**src/rtl/dsp_pkg.sv**
```systemverilog
`default_nettype none
// ---------------------------------------------------------------------------
// dsp_pkg : shared types, defaults and saturation helper for the S-DSP path
// Rev 1.0
// ---------------------------------------------------------------------------
package dsp_pkg;

   localparam int N_VOICES_DEF  = 8;
   localparam int SAMPLE_W_DEF  = 16;
   localparam int VOL_W_DEF     = 8;
   localparam int VOL_SHIFT_DEF = 7;

   typedef enum logic [1:0] {
      IDLE   = 2'd0,
      ACCUM  = 2'd1,
      MASTER = 2'd2,
      DONE   = 2'd3
   } mix_state_t;

   // Clamp a wide signed value into the range of a w-bit signed number.
   function automatic logic signed [63:0] sat_clamp(input logic signed [63:0] x,
                                                    input int unsigned w);
      logic signed [63:0] hi;
      logic signed [63:0] lo;
      hi = (64'sd1 <<< (w - 1)) - 64'sd1;
      lo = -hi - 64'sd1;
      if (x > hi) return hi;
      if (x < lo) return lo;
      return x;
   endfunction

endpackage
`default_nettype wire

```
**src/rtl/dsp_sat_mac.sv**
```systemverilog
`default_nettype none
// ---------------------------------------------------------------------------
// dsp_sat_mac : combinational acc + ((sample * vol) >>> VOL_SHIFT), saturated
// Rev 1.0
// ---------------------------------------------------------------------------
module dsp_sat_mac
   import dsp_pkg::*;
#(
   parameter int SAMPLE_W  = SAMPLE_W_DEF,
   parameter int VOL_W     = VOL_W_DEF,
   parameter int VOL_SHIFT = VOL_SHIFT_DEF
) (
   input  logic signed [SAMPLE_W-1:0] acc,
   input  logic signed [SAMPLE_W-1:0] sample,
   input  logic signed [VOL_W-1:0]    vol,
   input  logic                       en,
   output logic signed [SAMPLE_W-1:0] result
);

   logic signed [63:0] prod;
   logic signed [63:0] term;
   logic signed [63:0] sum;
   logic signed [63:0] sat;

   // Working at 64 bits keeps the sum exact, so one clamp covers every overflow.
   always_comb begin
      prod   = 64'(sample) * 64'(vol);
      term   = prod >>> VOL_SHIFT;
      sum    = 64'(acc) + term;
      sat    = sat_clamp(sum, SAMPLE_W);
      result = en ? SAMPLE_W'(sat) : acc;
   end

endmodule
`default_nettype wire

```
**src/rtl/dsp_voice_mixer.sv**
```systemverilog
`default_nettype none
// ---------------------------------------------------------------------------
// dsp_voice_mixer : one-voice-per-clock saturating mixer with echo send
// Rev 1.0
// ---------------------------------------------------------------------------
module dsp_voice_mixer
   import dsp_pkg::*;
#(
   parameter int N_VOICES  = N_VOICES_DEF,
   parameter int SAMPLE_W  = SAMPLE_W_DEF,
   parameter int VOL_W     = VOL_W_DEF,
   parameter int VOL_SHIFT = VOL_SHIFT_DEF
) (
   input  logic                         clock,
   input  logic                         reset,
   input  logic                         start,
   input  logic [N_VOICES*SAMPLE_W-1:0] voice_sample,
   input  logic [N_VOICES*VOL_W-1:0]    voice_vol_l,
   input  logic [N_VOICES*VOL_W-1:0]    voice_vol_r,
   input  logic signed [VOL_W-1:0]      mvol_l,
   input  logic signed [VOL_W-1:0]      mvol_r,
   input  logic [N_VOICES-1:0]          eon,
   input  logic                         mute,
   output logic                         busy,
   output logic                         out_valid,
   output logic signed [SAMPLE_W-1:0]   out_l,
   output logic signed [SAMPLE_W-1:0]   out_r,
   output logic signed [SAMPLE_W-1:0]   echo_l,
   output logic signed [SAMPLE_W-1:0]   echo_r
);

   localparam int                IDX_W    = (N_VOICES > 1) ? $clog2(N_VOICES) : 1;
   localparam logic [IDX_W-1:0]  LAST_IDX = IDX_W'(N_VOICES - 1);

   logic signed [SAMPLE_W-1:0] smp   [N_VOICES];
   logic signed [VOL_W-1:0]    vol_l [N_VOICES];
   logic signed [VOL_W-1:0]    vol_r [N_VOICES];

   for (genvar gi = 0; gi < N_VOICES; gi++) begin : g_unpack
      assign smp[gi]   = voice_sample[gi*SAMPLE_W +: SAMPLE_W];
      assign vol_l[gi] = voice_vol_l[gi*VOL_W +: VOL_W];
      assign vol_r[gi] = voice_vol_r[gi*VOL_W +: VOL_W];
   end

   mix_state_t                 state_q, state_d;
   logic [IDX_W-1:0]           idx_q, idx_d;
   logic signed [SAMPLE_W-1:0] acc_l_q, acc_l_d, acc_r_q, acc_r_d;
   logic signed [SAMPLE_W-1:0] ech_l_q, ech_l_d, ech_r_q, ech_r_d;
   logic signed [SAMPLE_W-1:0] mst_l_q, mst_l_d, mst_r_q, mst_r_d;
   logic signed [SAMPLE_W-1:0] out_l_q, out_l_d, out_r_q, out_r_d;
   logic signed [SAMPLE_W-1:0] echo_l_q, echo_l_d, echo_r_q, echo_r_d;
   logic                       busy_q, busy_d, out_valid_q, out_valid_d;

   logic signed [SAMPLE_W-1:0] cur_smp;
   logic signed [SAMPLE_W-1:0] cur_vol_l_ext, cur_vol_r_ext;
   logic signed [VOL_W-1:0]    cur_vol_l, cur_vol_r;
   logic                       cur_eon;
   logic signed [SAMPLE_W-1:0] sum_l, sum_r, sum_el, sum_er, mst_l_w, mst_r_w;

   assign cur_smp   = smp[idx_q];
   assign cur_vol_l = vol_l[idx_q];
   assign cur_vol_r = vol_r[idx_q];
   assign cur_eon   = eon[idx_q];

   dsp_sat_mac #(.SAMPLE_W(SAMPLE_W), .VOL_W(VOL_W), .VOL_SHIFT(VOL_SHIFT)) u_mac_l (
      .acc(acc_l_q), .sample(cur_smp), .vol(cur_vol_l), .en(1'b1), .result(sum_l));
   dsp_sat_mac #(.SAMPLE_W(SAMPLE_W), .VOL_W(VOL_W), .VOL_SHIFT(VOL_SHIFT)) u_mac_r (
      .acc(acc_r_q), .sample(cur_smp), .vol(cur_vol_r), .en(1'b1), .result(sum_r));
   dsp_sat_mac #(.SAMPLE_W(SAMPLE_W), .VOL_W(VOL_W), .VOL_SHIFT(VOL_SHIFT)) u_mac_el (
      .acc(ech_l_q), .sample(cur_smp), .vol(cur_vol_l), .en(cur_eon), .result(sum_el));
   dsp_sat_mac #(.SAMPLE_W(SAMPLE_W), .VOL_W(VOL_W), .VOL_SHIFT(VOL_SHIFT)) u_mac_er (
      .acc(ech_r_q), .sample(cur_smp), .vol(cur_vol_r), .en(cur_eon), .result(sum_er));

   // Master stage reuses the MAC with a zero accumulator: a plain multiply-clamp.
   dsp_sat_mac #(.SAMPLE_W(SAMPLE_W), .VOL_W(VOL_W), .VOL_SHIFT(VOL_SHIFT)) u_mac_ml (
      .acc('0), .sample(acc_l_q), .vol(mvol_l), .en(1'b1), .result(mst_l_w));
   dsp_sat_mac #(.SAMPLE_W(SAMPLE_W), .VOL_W(VOL_W), .VOL_SHIFT(VOL_SHIFT)) u_mac_mr (
      .acc('0), .sample(acc_r_q), .vol(mvol_r), .en(1'b1), .result(mst_r_w));

   // Kept only to make the sign-extension intent visible in waveforms.
   assign cur_vol_l_ext = SAMPLE_W'(cur_vol_l);
   assign cur_vol_r_ext = SAMPLE_W'(cur_vol_r);

   always_comb begin
      state_d     = state_q;
      idx_d       = idx_q;
      acc_l_d     = acc_l_q;
      acc_r_d     = acc_r_q;
      ech_l_d     = ech_l_q;
      ech_r_d     = ech_r_q;
      mst_l_d     = mst_l_q;
      mst_r_d     = mst_r_q;
      out_l_d     = out_l_q;
      out_r_d     = out_r_q;
      echo_l_d    = echo_l_q;
      echo_r_d    = echo_r_q;
      busy_d      = busy_q;
      out_valid_d = 1'b0;

      case (state_q)
         IDLE: begin
            busy_d = 1'b0;
            if (start) begin
               state_d = ACCUM;
               idx_d   = '0;
               acc_l_d = '0;
               acc_r_d = '0;
               ech_l_d = '0;
               ech_r_d = '0;
               busy_d  = 1'b1;
            end
         end
         ACCUM: begin
            acc_l_d = sum_l;
            acc_r_d = sum_r;
            ech_l_d = sum_el;
            ech_r_d = sum_er;
            if (idx_q == LAST_IDX) begin
               idx_d   = '0;
               state_d = MASTER;
            end else begin
               idx_d = idx_q + 1'b1;
            end
         end
         MASTER: begin
            mst_l_d = mute ? '0 : mst_l_w;
            mst_r_d = mute ? '0 : mst_r_w;
            state_d = DONE;
         end
         DONE: begin
            out_l_d     = mst_l_q;
            out_r_d     = mst_r_q;
            echo_l_d    = ech_l_q;
            echo_r_d    = ech_r_q;
            out_valid_d = 1'b1;
            state_d     = IDLE;
         end
         default: state_d = IDLE;
      endcase
   end

   always_ff @(posedge clock) begin
      if (reset) begin
         state_q     <= IDLE;
         idx_q       <= '0;
         acc_l_q     <= '0;
         acc_r_q     <= '0;
         ech_l_q     <= '0;
         ech_r_q     <= '0;
         mst_l_q     <= '0;
         mst_r_q     <= '0;
         out_l_q     <= '0;
         out_r_q     <= '0;
         echo_l_q    <= '0;
         echo_r_q    <= '0;
         busy_q      <= 1'b0;
         out_valid_q <= 1'b0;
      end else begin
         state_q     <= state_d;
         idx_q       <= idx_d;
         acc_l_q     <= acc_l_d;
         acc_r_q     <= acc_r_d;
         ech_l_q     <= ech_l_d;
         ech_r_q     <= ech_r_d;
         mst_l_q     <= mst_l_d;
         mst_r_q     <= mst_r_d;
         out_l_q     <= out_l_d;
         out_r_q     <= out_r_d;
         echo_l_q    <= echo_l_d;
         echo_r_q    <= echo_r_d;
         busy_q      <= busy_d;
         out_valid_q <= out_valid_d;
      end
   end

   assign busy      = busy_q;
   assign out_valid = out_valid_q;
   assign out_l     = out_l_q;
   assign out_r     = out_r_q;
   assign echo_l    = echo_l_q;
   assign echo_r    = echo_r_q;

endmodule
`default_nettype wire

```
**config.mk**
```make
export PLATFORM = sky130hd
export DESIGN_NAME = dsp_voice_mixer
export DESIGN_NICKNAME = d
export VERILOG_FILES = /design/src/rtl/dsp_pkg.sv /design/src/rtl/dsp_sat_mac.sv /design/src/rtl/dsp_voice_mixer.sv
export SDC_FILE = /design/constraint.sdc
export NUM_CORES = 2
export LEC_CHECK = 0
export CORE_AREA = 2 2 280 282
export CTS_CLUSTER_SIZE = 25
export DETAILED_ROUTE_END_ITERATION = 10
export DIE_AREA = 0 0 282 284
export SYNTH_ARGS = -nofsm -noshare
export SYNTH_HDL_FRONTEND = slang
export SYNTH_SLANG_ARGS = --single-unit
```
**constraint.sdc**
```tcl
create_clock -name clock -period 16.5 [get_ports clock]
set_input_delay 3.3 -clock clock [delete_from_list [all_inputs] [get_ports clock]]
set_output_delay 3.3 -clock clock [all_outputs]
set_load 0.05 [all_outputs]
```
==> metrics.txt <==
critical path's largest stage delay=about 0.70 ns; IO Count=350; YS warnings=0; post-place setup slack=between 4 and 5 ns; # Post-CTS Setup Buffers=0; GPL Wtd Cong=0.8900; worst clock skew=roughly 0.014 ns; RR Endpoint=ech_r_q[11]; CP startpoint kind=input port; average size of a mapped cell=just over 9 um^2; fin crit period=11.69 ns; Slew Viols, Final=0; core area=~77000 um^2; Rel. slew slack=between 20% and 30%; number of remaining DRC errors=0; Synth top area share=just under 30%; first-pass GRT wire length=between 100000 and 150000 um; latest clock arrival within the worst-skew pair=0.46 ns; worst setup path endpoint=ech_l_q[3]; EDFF count, synth=0; ys flop type=dfxtp_1; antenna violations before repair=3; CTS buffer count=17; critical path endpoint category=flop; vias per cell=~5.0; synthesis-to-layout area growth=18.60%; Hold/Removal Path Class=reg2reg; reg2reg setup slack=approximately 6.5 ns; Synthesized Nets=around 4100; Worst EP required=16.88 ns; initial core utilization=a little under two fifths; CTS Root Cell=clkbuf_16; largest net degree at the start of global routing=75; Syn Inst Count=just over 3000; post-cts resize count=0; Max Fclk=85.55 MHz; sequential-to-total area share from yosys stat=about an eighth; htree depth=4; status=finished clean; Synth top cells by count=inv_1, fa_1, nor2_1; Worst-path clk slew=about 0.08 ns; ys async rst share=0%; row count=102; RSZ-0062 raised after global routing=no; CP max stage cell=nor2_1; Die Span X=282 um; post-route ant nets=0; NumNets Final=around 4400; setup TNS=0 ns; I/O Buffers=approximately 350; Setup WS post-layout=4.811 ns; die height=284 um; Max Cap Viol=0; total grt overflow=0; Final Hold Fails=0; GRT Overall Usage=between 20% and 30%; first-iteration detailed-routing DRC count=1231; routed len/inst=17.85 um; fraction of final layout cells with drive strength greater than 1=~6.6%; most frequent CP cell=fa_1; FF+latch area=between 3000 and 4000 um^2; total wire length=~80000 um; synthesized cell area=28340 um^2; DR vias=between 20000 and 25000; Die ar.=roughly 80000 um^2; worst-margin pin slew=about 1.1 ns; CTS sink cnt=167; most common cell in the netlist=inv_1; CP max FO=16; post-synthesis cell type count=92; CTS Hold Buffers Added=0; hpwl dp=67070 um; Bufs on Longest Clock Path=2; filler cell count=7580; area of the multi-input gates=22560 um^2; top post-synthesis cells by area=fa_1, dfxtp_1, ha_1, inv_1, mux4_2; synthesis-stage register bit count=between 150 and 200; worst r2r path cells=26; vias in the first global route=~23000; Yosys top cell by area=fa_1; crit path from=voice_vol_l[19]; Worst Path Arrival=~12 ns; worst r2r src=idx_q[0]; CTS tree=yes; Finish-stage setup viols=0; DRT Pass-1 Iters=5; crit path kind=in2reg; period utilization=a little under three quarters
[layout by cell type, fill, tap and decap left out, types with 7 or more instances in the layout]
cell	n
nor3b_1	7
a221o_2	14
a32oi_1	8
a21oi_1	89
nor2b_1	43
fa_1	408
a221o_1	29
o21ai_0	44
a22oi_1	7
and2_1	148
nor2_1	337
nand2b_1	58
a211oi_1	17
a2111oi_0	8
o21bai_1	7
nand4_1	7
inv_1	528
xnor2_1	93
nand3_1	41
clkdlybuf4s50_1	348
o211ai_1	14
o21a_1	37
mux2i_1	99
xor2_1	32
nor3_1	28
and3_1	18
dfxtp_1	164
nand2_1	171
or2_2	33
or3_1	11
ha_1	245
mux4_2	66
clkbuf_16	17
buf_4	44
a31oi_1	28
a21o_1	67
[critical path: cells and delay by family]
kind | cells | cell delay [ns]
AO/OA/AOI/OAI | 11 | 2.67
AND/OR/NAND/NOR | 5 | 1.42
XOR/XNOR | 2 | 0.49
buffers and inverters | 4 | 0.84
multiplexers | 2 | 0.71
adder cells (fa/ha/maj) | 6 | 2.61
[cells by family (layout without fill, tap and decap cells)]
family | Yosys count | count (layout) | share of synthesized area (%)
flops | 167 | 167 | 11.80
xor+xnor | 127 | 127 | 3.978
compound gates | 431 | 431 | 11.17
fa+ha+maj | 656 | 656 | 39.75
other cells | 0 | 4 | 0
mux | 167 | 167 | 8.817
buf+inv | 640 | 952 | 8.676
simple gates | 925 | 925 | 15.81
[layer usage]
layer	routed length, um	part of all wire (%)	global-route usage (%)
met5	0	0	0
met4	2615	3.3	7.061
met3	3574	4.5	2.478
met2	37860	47	33.77
met1	35710	45	26.94
[layout make-up]
class	count	area share (%)
antenna	4	0.02978
clock buffer	18	1.307
clock inverter	14	0.4616
inverter	528	5.897
multi-input combinational	2306	67.11
sequential	167	9.974
tap	1040	3.872
timing repair buffer	392	11.35
[how the worst min path moves through the flow]
stage                             end  cells after the start   startpoint
final                     mst_l_q[14]                      2  mst_l_q[14]
after global routing      mst_l_q[10]                      2  mst_l_q[10]
after CTS                 mst_l_q[14]                      2  mst_l_q[14]
after detailed placement  mst_l_q[14]                      2  mst_l_q[14]
after global placement    mst_l_q[14]                      2  mst_l_q[14]
after floorplan           mst_l_q[14]                      2  mst_l_q[14]
[stage by stage]
| step | util (%) | cell area (um^2) | hold WS, ns | instances |
|---|---|---|---|---|
| floorplan | - | 28340 | 0.4248 | 3113 |
| CTS | 43.66 | 33600 | 0.4621 | 4465 |
| finish | 43.67 | 33610 | 0.4593 | 4469 |
| detailed placement | 42.89 | 33000 | 0.4452 | 4433 |
| global route | 43.67 | 33610 | 0.4899 | 4468 |
| global placement | 42.89 | 33000 | 0.4372 | 4433 |
Power is not shown: default switching activity piles up to over one toggle a cycle in this logic, so the estimate is an artifact.
